--- config.mk ---
export PLATFORM = sky130hd
export DESIGN_NAME = top_decoder
export DESIGN_NICKNAME = d
export VERILOG_FILES = /design/src/rtl/top_decoder.sv
export SDC_FILE = /design/constraint.sdc
export NUM_CORES = 1
export LEC_CHECK = 0
export BUFFER_PORTS_ARGS = -buffer_cell sky130_fd_sc_hd__buf_2
export CAP_MARGIN = 20
export CORE_MARGIN = 10
export CORE_UTILIZATION = 35
export CTS_CLUSTER_DIAMETER = 120
export DETAILED_ROUTE_END_ITERATION = 10
export SLEW_MARGIN = 10
export SYNTH_ARGS = -nofsm -noshare
export SYNTH_HDL_FRONTEND = slang
export SYNTH_SLANG_ARGS = --single-unit
export TNS_END_PERCENT = 10
--- constraint.sdc ---
create_clock -name clk -period 6.15 [get_ports clk]
set_clock_uncertainty 0.1 [all_clocks]
set_input_delay 0.615 -clock clk [delete_from_list [all_inputs] [get_ports clk]]
set_output_delay 0.615 -clock clk [all_outputs]
set_load 0.02 [all_outputs]
--- src/rtl/top_decoder.sv ---
// top_decoder: signed binary to registered three-digit seven-segment display
module top_decoder #(
    parameter int DW_IN = 8
) (
    input  logic             clk,
    input  logic             rst,
    input  logic [DW_IN-1:0] number,
    output logic             sign,
    output logic [6:0]       segments_hundreds,
    output logic [6:0]       segments_tens,
    output logic [6:0]       segments_units
);
    localparam logic [6:0] BLANK = 7'h7F;

    logic [DW_IN-1:0] mag;
    logic [11:0]      bcd;
    logic             sign_d, sign_q;
    logic [6:0]       hund_d, hund_q, tens_d, tens_q, units_d, units_q;

    // Active-low {g,f,e,d,c,b,a}; codes 10..15 cannot occur and show blank
    function automatic logic [6:0] seg7(input logic [3:0] d);
        case (d)
            4'd0: seg7 = 7'h40;
            4'd1: seg7 = 7'h79;
            4'd2: seg7 = 7'h24;
            4'd3: seg7 = 7'h30;
            4'd4: seg7 = 7'h19;
            4'd5: seg7 = 7'h12;
            4'd6: seg7 = 7'h02;
            4'd7: seg7 = 7'h78;
            4'd8: seg7 = 7'h00;
            4'd9: seg7 = 7'h10;
            default: seg7 = BLANK;
        endcase
    endfunction

    // Magnitude (most-negative value maps to 2^(DW_IN-1) unsigned) then shift-add-3 to BCD
    always_comb begin
        sign_d = number[DW_IN-1];
        mag    = sign_d ? ~number + DW_IN'(1) : number;
        bcd    = '0;
        for (int i = DW_IN - 1; i >= 0; i--) begin
            bcd[3:0]  = bcd[3:0]  >= 4'd5 ? bcd[3:0]  + 4'd3 : bcd[3:0];
            bcd[7:4]  = bcd[7:4]  >= 4'd5 ? bcd[7:4]  + 4'd3 : bcd[7:4];
            bcd[11:8] = bcd[11:8] >= 4'd5 ? bcd[11:8] + 4'd3 : bcd[11:8];
            bcd       = {bcd[10:0], mag[i]};
        end
        hund_d  = seg7(bcd[11:8]);
        tens_d  = seg7(bcd[7:4]);
        units_d = seg7(bcd[3:0]);
    end

    // Output registers: one-cycle latency, blanked while in reset
    always_ff @(posedge clk) begin
        if (rst) begin
            sign_q  <= 1'b0;
            hund_q  <= BLANK;
            tens_q  <= BLANK;
            units_q <= BLANK;
        end else begin
            sign_q  <= sign_d;
            hund_q  <= hund_d;
            tens_q  <= tens_d;
            units_q <= units_d;
        end
    end

    assign sign              = sign_q;
    assign segments_hundreds = hund_q;
    assign segments_tens     = tens_q;
    assign segments_units    = units_q;
endmodule

==> impl_results.rst <==
.. list-table::
   :header-rows: 1

   * - Metric
     - Value
   * - Post-route cell area
     - 2720 µm²
   * - Async set-or-reset flop fraction in the synthesized netlist
     - 0%
   * - Placed Instance Area
     - 2650 µm²
   * - Highest clock rate
     - 0.172 GHz
   * - Number of H-tree branching levels
     - 1
   * - Max Cap Viol
     - 0
   * - Largest driver fanout on the critical path
     - 7
   * - Count of flip-flops with a built-in enable after synthesis
     - 0
   * - Weighted congestion reported at the end of routability-driven placement
     - 0.852
   * - Tightest Hold Check Type
     - primary input to register
   * - Number of filler instances in the final layout
     - 616
   * - Vias post-DR
     - 2,237
   * - Root Buffer Master
     - clkbuf_8
   * - Min Tclk post-route
     - 5830 ps
   * - Hold Crit Start
     - rst
   * - Floorplan Core Area
     - 5960 µm²
   * - Total inserted antenna cells
     - 0
   * - Share of the yosys chip area belonging to registers
     - 19.5%
   * - Maximum number of pins on one net before global-route repair
     - 17
   * - Floorplan die area
     - 9680 µm²
   * - Cell depth of the worst min-delay path
     - 1
   * - WHS
     - 502 ps
   * - Initial antenna violation count
     - 0
   * - Setup CP Type
     - primary input to register
   * - Via count of the first global-routing pass
     - 2,159
   * - Number of setup violations in the final report
     - 0
   * - Via density per instance
     - 5.66
   * - Number of nets in the finished design
     - 342
   * - Data arrival time at the worst-slack endpoint
     - 5870 ps
   * - Clock tree from TritonCTS
     - yes
   * - Number of core rows
     - 28
   * - Global-route wire length before repair
     - 10,000 µm
   * - Global-route usage over all layers
     - 11.7%
   * - Top cell type's share of synthesized area
     - 19.5%
   * - Port Buffers
     - 31
   * - Warnings, synthesis
     - 0
   * - Main synth FF type
     - dfxtp_1
   * - Number of register bits inferred by synthesis
     - 21
   * - Transition at the pin with the smallest max-transition slack
     - 853 ps
   * - Setup crit end kind
     - register
   * - Post-CTS clock slew at the launch and capture registers of the worst setup and hold paths
     - 70 ps
   * - Total length of routed wires
     - 5820 µm
   * - Slew HR
     - 42.9%
   * - Biggest area contributors in the synthesized netlist
     - dfxtp_1 (20%), ha_1 (6.4%), nand2_1 (3.5%), o21ai_0 (3.0%), mux2i_1 (2.8%)
   * - Longest Clk Path Bufs
     - 2
   * - Required @ worst endpoint
     - 6200 ps
   * - PD cells
     - 347 nW/µm²
   * - CTS buffer count
     - 3
   * - Netlist cell types
     - 77
   * - Mapped Nets
     - 282
   * - Drc violations
     - 0
   * - GR Overflow Total
     - 0
   * - CP startpoint kind
     - primary input
   * - Layout cells sized above 1
     - 33.4%
   * - Wire length per cell after detailed routing
     - 14.7 µm
   * - P_leak
     - 0.00111 µW
   * - Syn Area/Cell
     - 8.24 µm²
   * - Router iterations before antenna repair
     - 4
   * - Layout-stage area growth over the synthesis result
     - 26.3%
   * - Hold EP
     - segments_hundreds[1]$_SDFF_PP1_
   * - Starting density of the core
     - 36.1%
   * - Largest area contributor in the netlist
     - dfxtp_1
   * - Detailed placement HPWL
     - 4820 µm
   * - Chip height
     - 98.4 µm
   * - Sink Count
     - 21
   * - Post-route clock period utilization
     - 94.7%
   * - Unrepaired setup endpoints after global routing
     - yes
   * - Final hold vios
     - 0
   * - Max Transition Viols Final
     - 0
   * - Worst supply voltage drop on vdd
     - 0.199 mV
   * - Outcome
     - complete, no violations
   * - Count of routing violations after the opening detailed-route iteration
     - 109
   * - Ports
     - 32
   * - Instance count of the mapped netlist
     - 261
   * - Remaining antenna violation count after routing
     - 0
   * - Synthesized area
     - 2150 µm²
   * - Die boundary width
     - 98.4 µm
-- layer usage --
metal  wire length, µm  vias to the layer above  track usage, %
met1              2680                     1047            14.3
met3               267                        6            1.55
met5                 0                        -               0
met4                50                        0            3.86
met2              2830                       51            20.2
li1                  -                     1133               -
-- worst max-delay path by stage --
stage,startpoint,end,depth (start not counted)
6_report,number[0],segments_units[1]$_SDFF_PP1_,26
3_5_place_dp,number[0],segments_units[1]$_SDFF_PP1_,28
5_1_grt,number[0],segments_units[3]$_SDFF_PP1_,29
4_1_cts,number[0],segments_units[1]$_SDFF_PP1_,28
2_1_floorplan,number[2],segments_units[1]$_SDFF_PP1_,26
3_3_place_gp,number[0],segments_units[1]$_SDFF_PP1_,26
-- registers in the layout, indices dropped and copies added, names as in the netlist --
name,flops
segments_tens,7
segments_units,7
segments_hundreds,6
sign,1
-- cells in the final DEF (no fill, tap or decap), drive strengths merged, types with 8 or more instances in the layout --
| cell | synthesis | final |
|---|---|---|
| o211ai | 8 | 8 |
| ha | 11 | 11 |
| nor3 | 11 | 11 |
| buf | 2 | 66 |
| nor2 | 13 | 13 |
| dfxtp | 21 | 21 |
| inv | 12 | 12 |
| nor4 | 8 | 8 |
| o21ai | 20 | 20 |
| a21oi | 12 | 12 |
| nand2b | 8 | 8 |
| nand3 | 8 | 8 |
| nand2 | 20 | 20 |
-- logic make-up (layout without fill, tap and decap cells) --
group	Yosys count	count (layout)	synth area share, %
simple gates	102	102	28.2
compound gates	92	92	35.0
buf+inv	23	82	4.54
flops	21	21	19.5
fa+ha+maj	11	11	6.40
mux	7	7	3.32
xor+xnor	5	5	3.03
-- report_power, final --
| group | internal, µW | switching [µW] |
|---|---|---|
| Sequential | 182 | 8.29 |
| Combinational | 283 | 384 |
| Clock | 45.0 | 41.4 |
| Total | 510 | 434 |
-- stage by stage --
| stage | util, % | std cells | TNS (ps) | power [µW] | setup WS, ps |
|---|---|---|---|---|---|
| floorplan | - | 261 | 0 | 654 | 7.29 |
| global placement | 44.5 | 391 | -63.0 | 851 | -46.2 |
| detailed placement | 44.5 | 391 | -318 | 852 | -147 |
| CTS | 45.3 | 395 | 0 | 942 | 119 |
| global route | 45.6 | 395 | -229 | 1020 | -92.9 |
| finish | 45.6 | 395 | 0 | 944 | 324 |
-- synth_stat cells (all sizes together), types with 5 or more instances --
library cell,count
a211oi,5
a21oi,12
a22oi,5
clkbuf,9
dfxtp,21
ha,11
inv,12
mux2i,6
nand2,20
nand2b,8
nand3,8
nor2,13
nor2b,7
nor3,11
nor4,8
o211ai,8
o21a,5
o21ai,20
o31ai,5
or2,5
-- critical path, cell delays in order --
cell,delay (ps)
buf_2,100
buf_4,160
or4_4,460
a311oi_2,390
inv_2,90
ha_1,180
nand2b_1,190
o21a_4,150
o221ai_4,170
inv_2,80
ha_1,230
nand2b_1,220
o21ai_2,200
a21oi_1,190
nor2_2,210
o21ai_0,100
a22oi_1,250
ha_1,240
nor2b_4,220
a211oi_1,80
nor4_2,420
o21a_1,190
nor2_1,70
ha_1,300
inv_1,40
o32a_1,320
-- layout make-up --
class,count,area (µm²),share of cell area [%]
inverter,12,45.0,1.66
timing repair buffer,66,418,15.4
clock inverter,1,5.00,0.184
tap,75,93.8,3.45
multi-input combinational,217,1690,62.3
clock buffer,3,41.3,1.52
sequential,21,420,15.5
-- timing repair --
item	in CTS	in global routing
buffers inserted	0	0
hold buffers	0	0
resized for setup	0	6
setup endpoints to repair	0	9
Power figures use the tool's default switching activity.
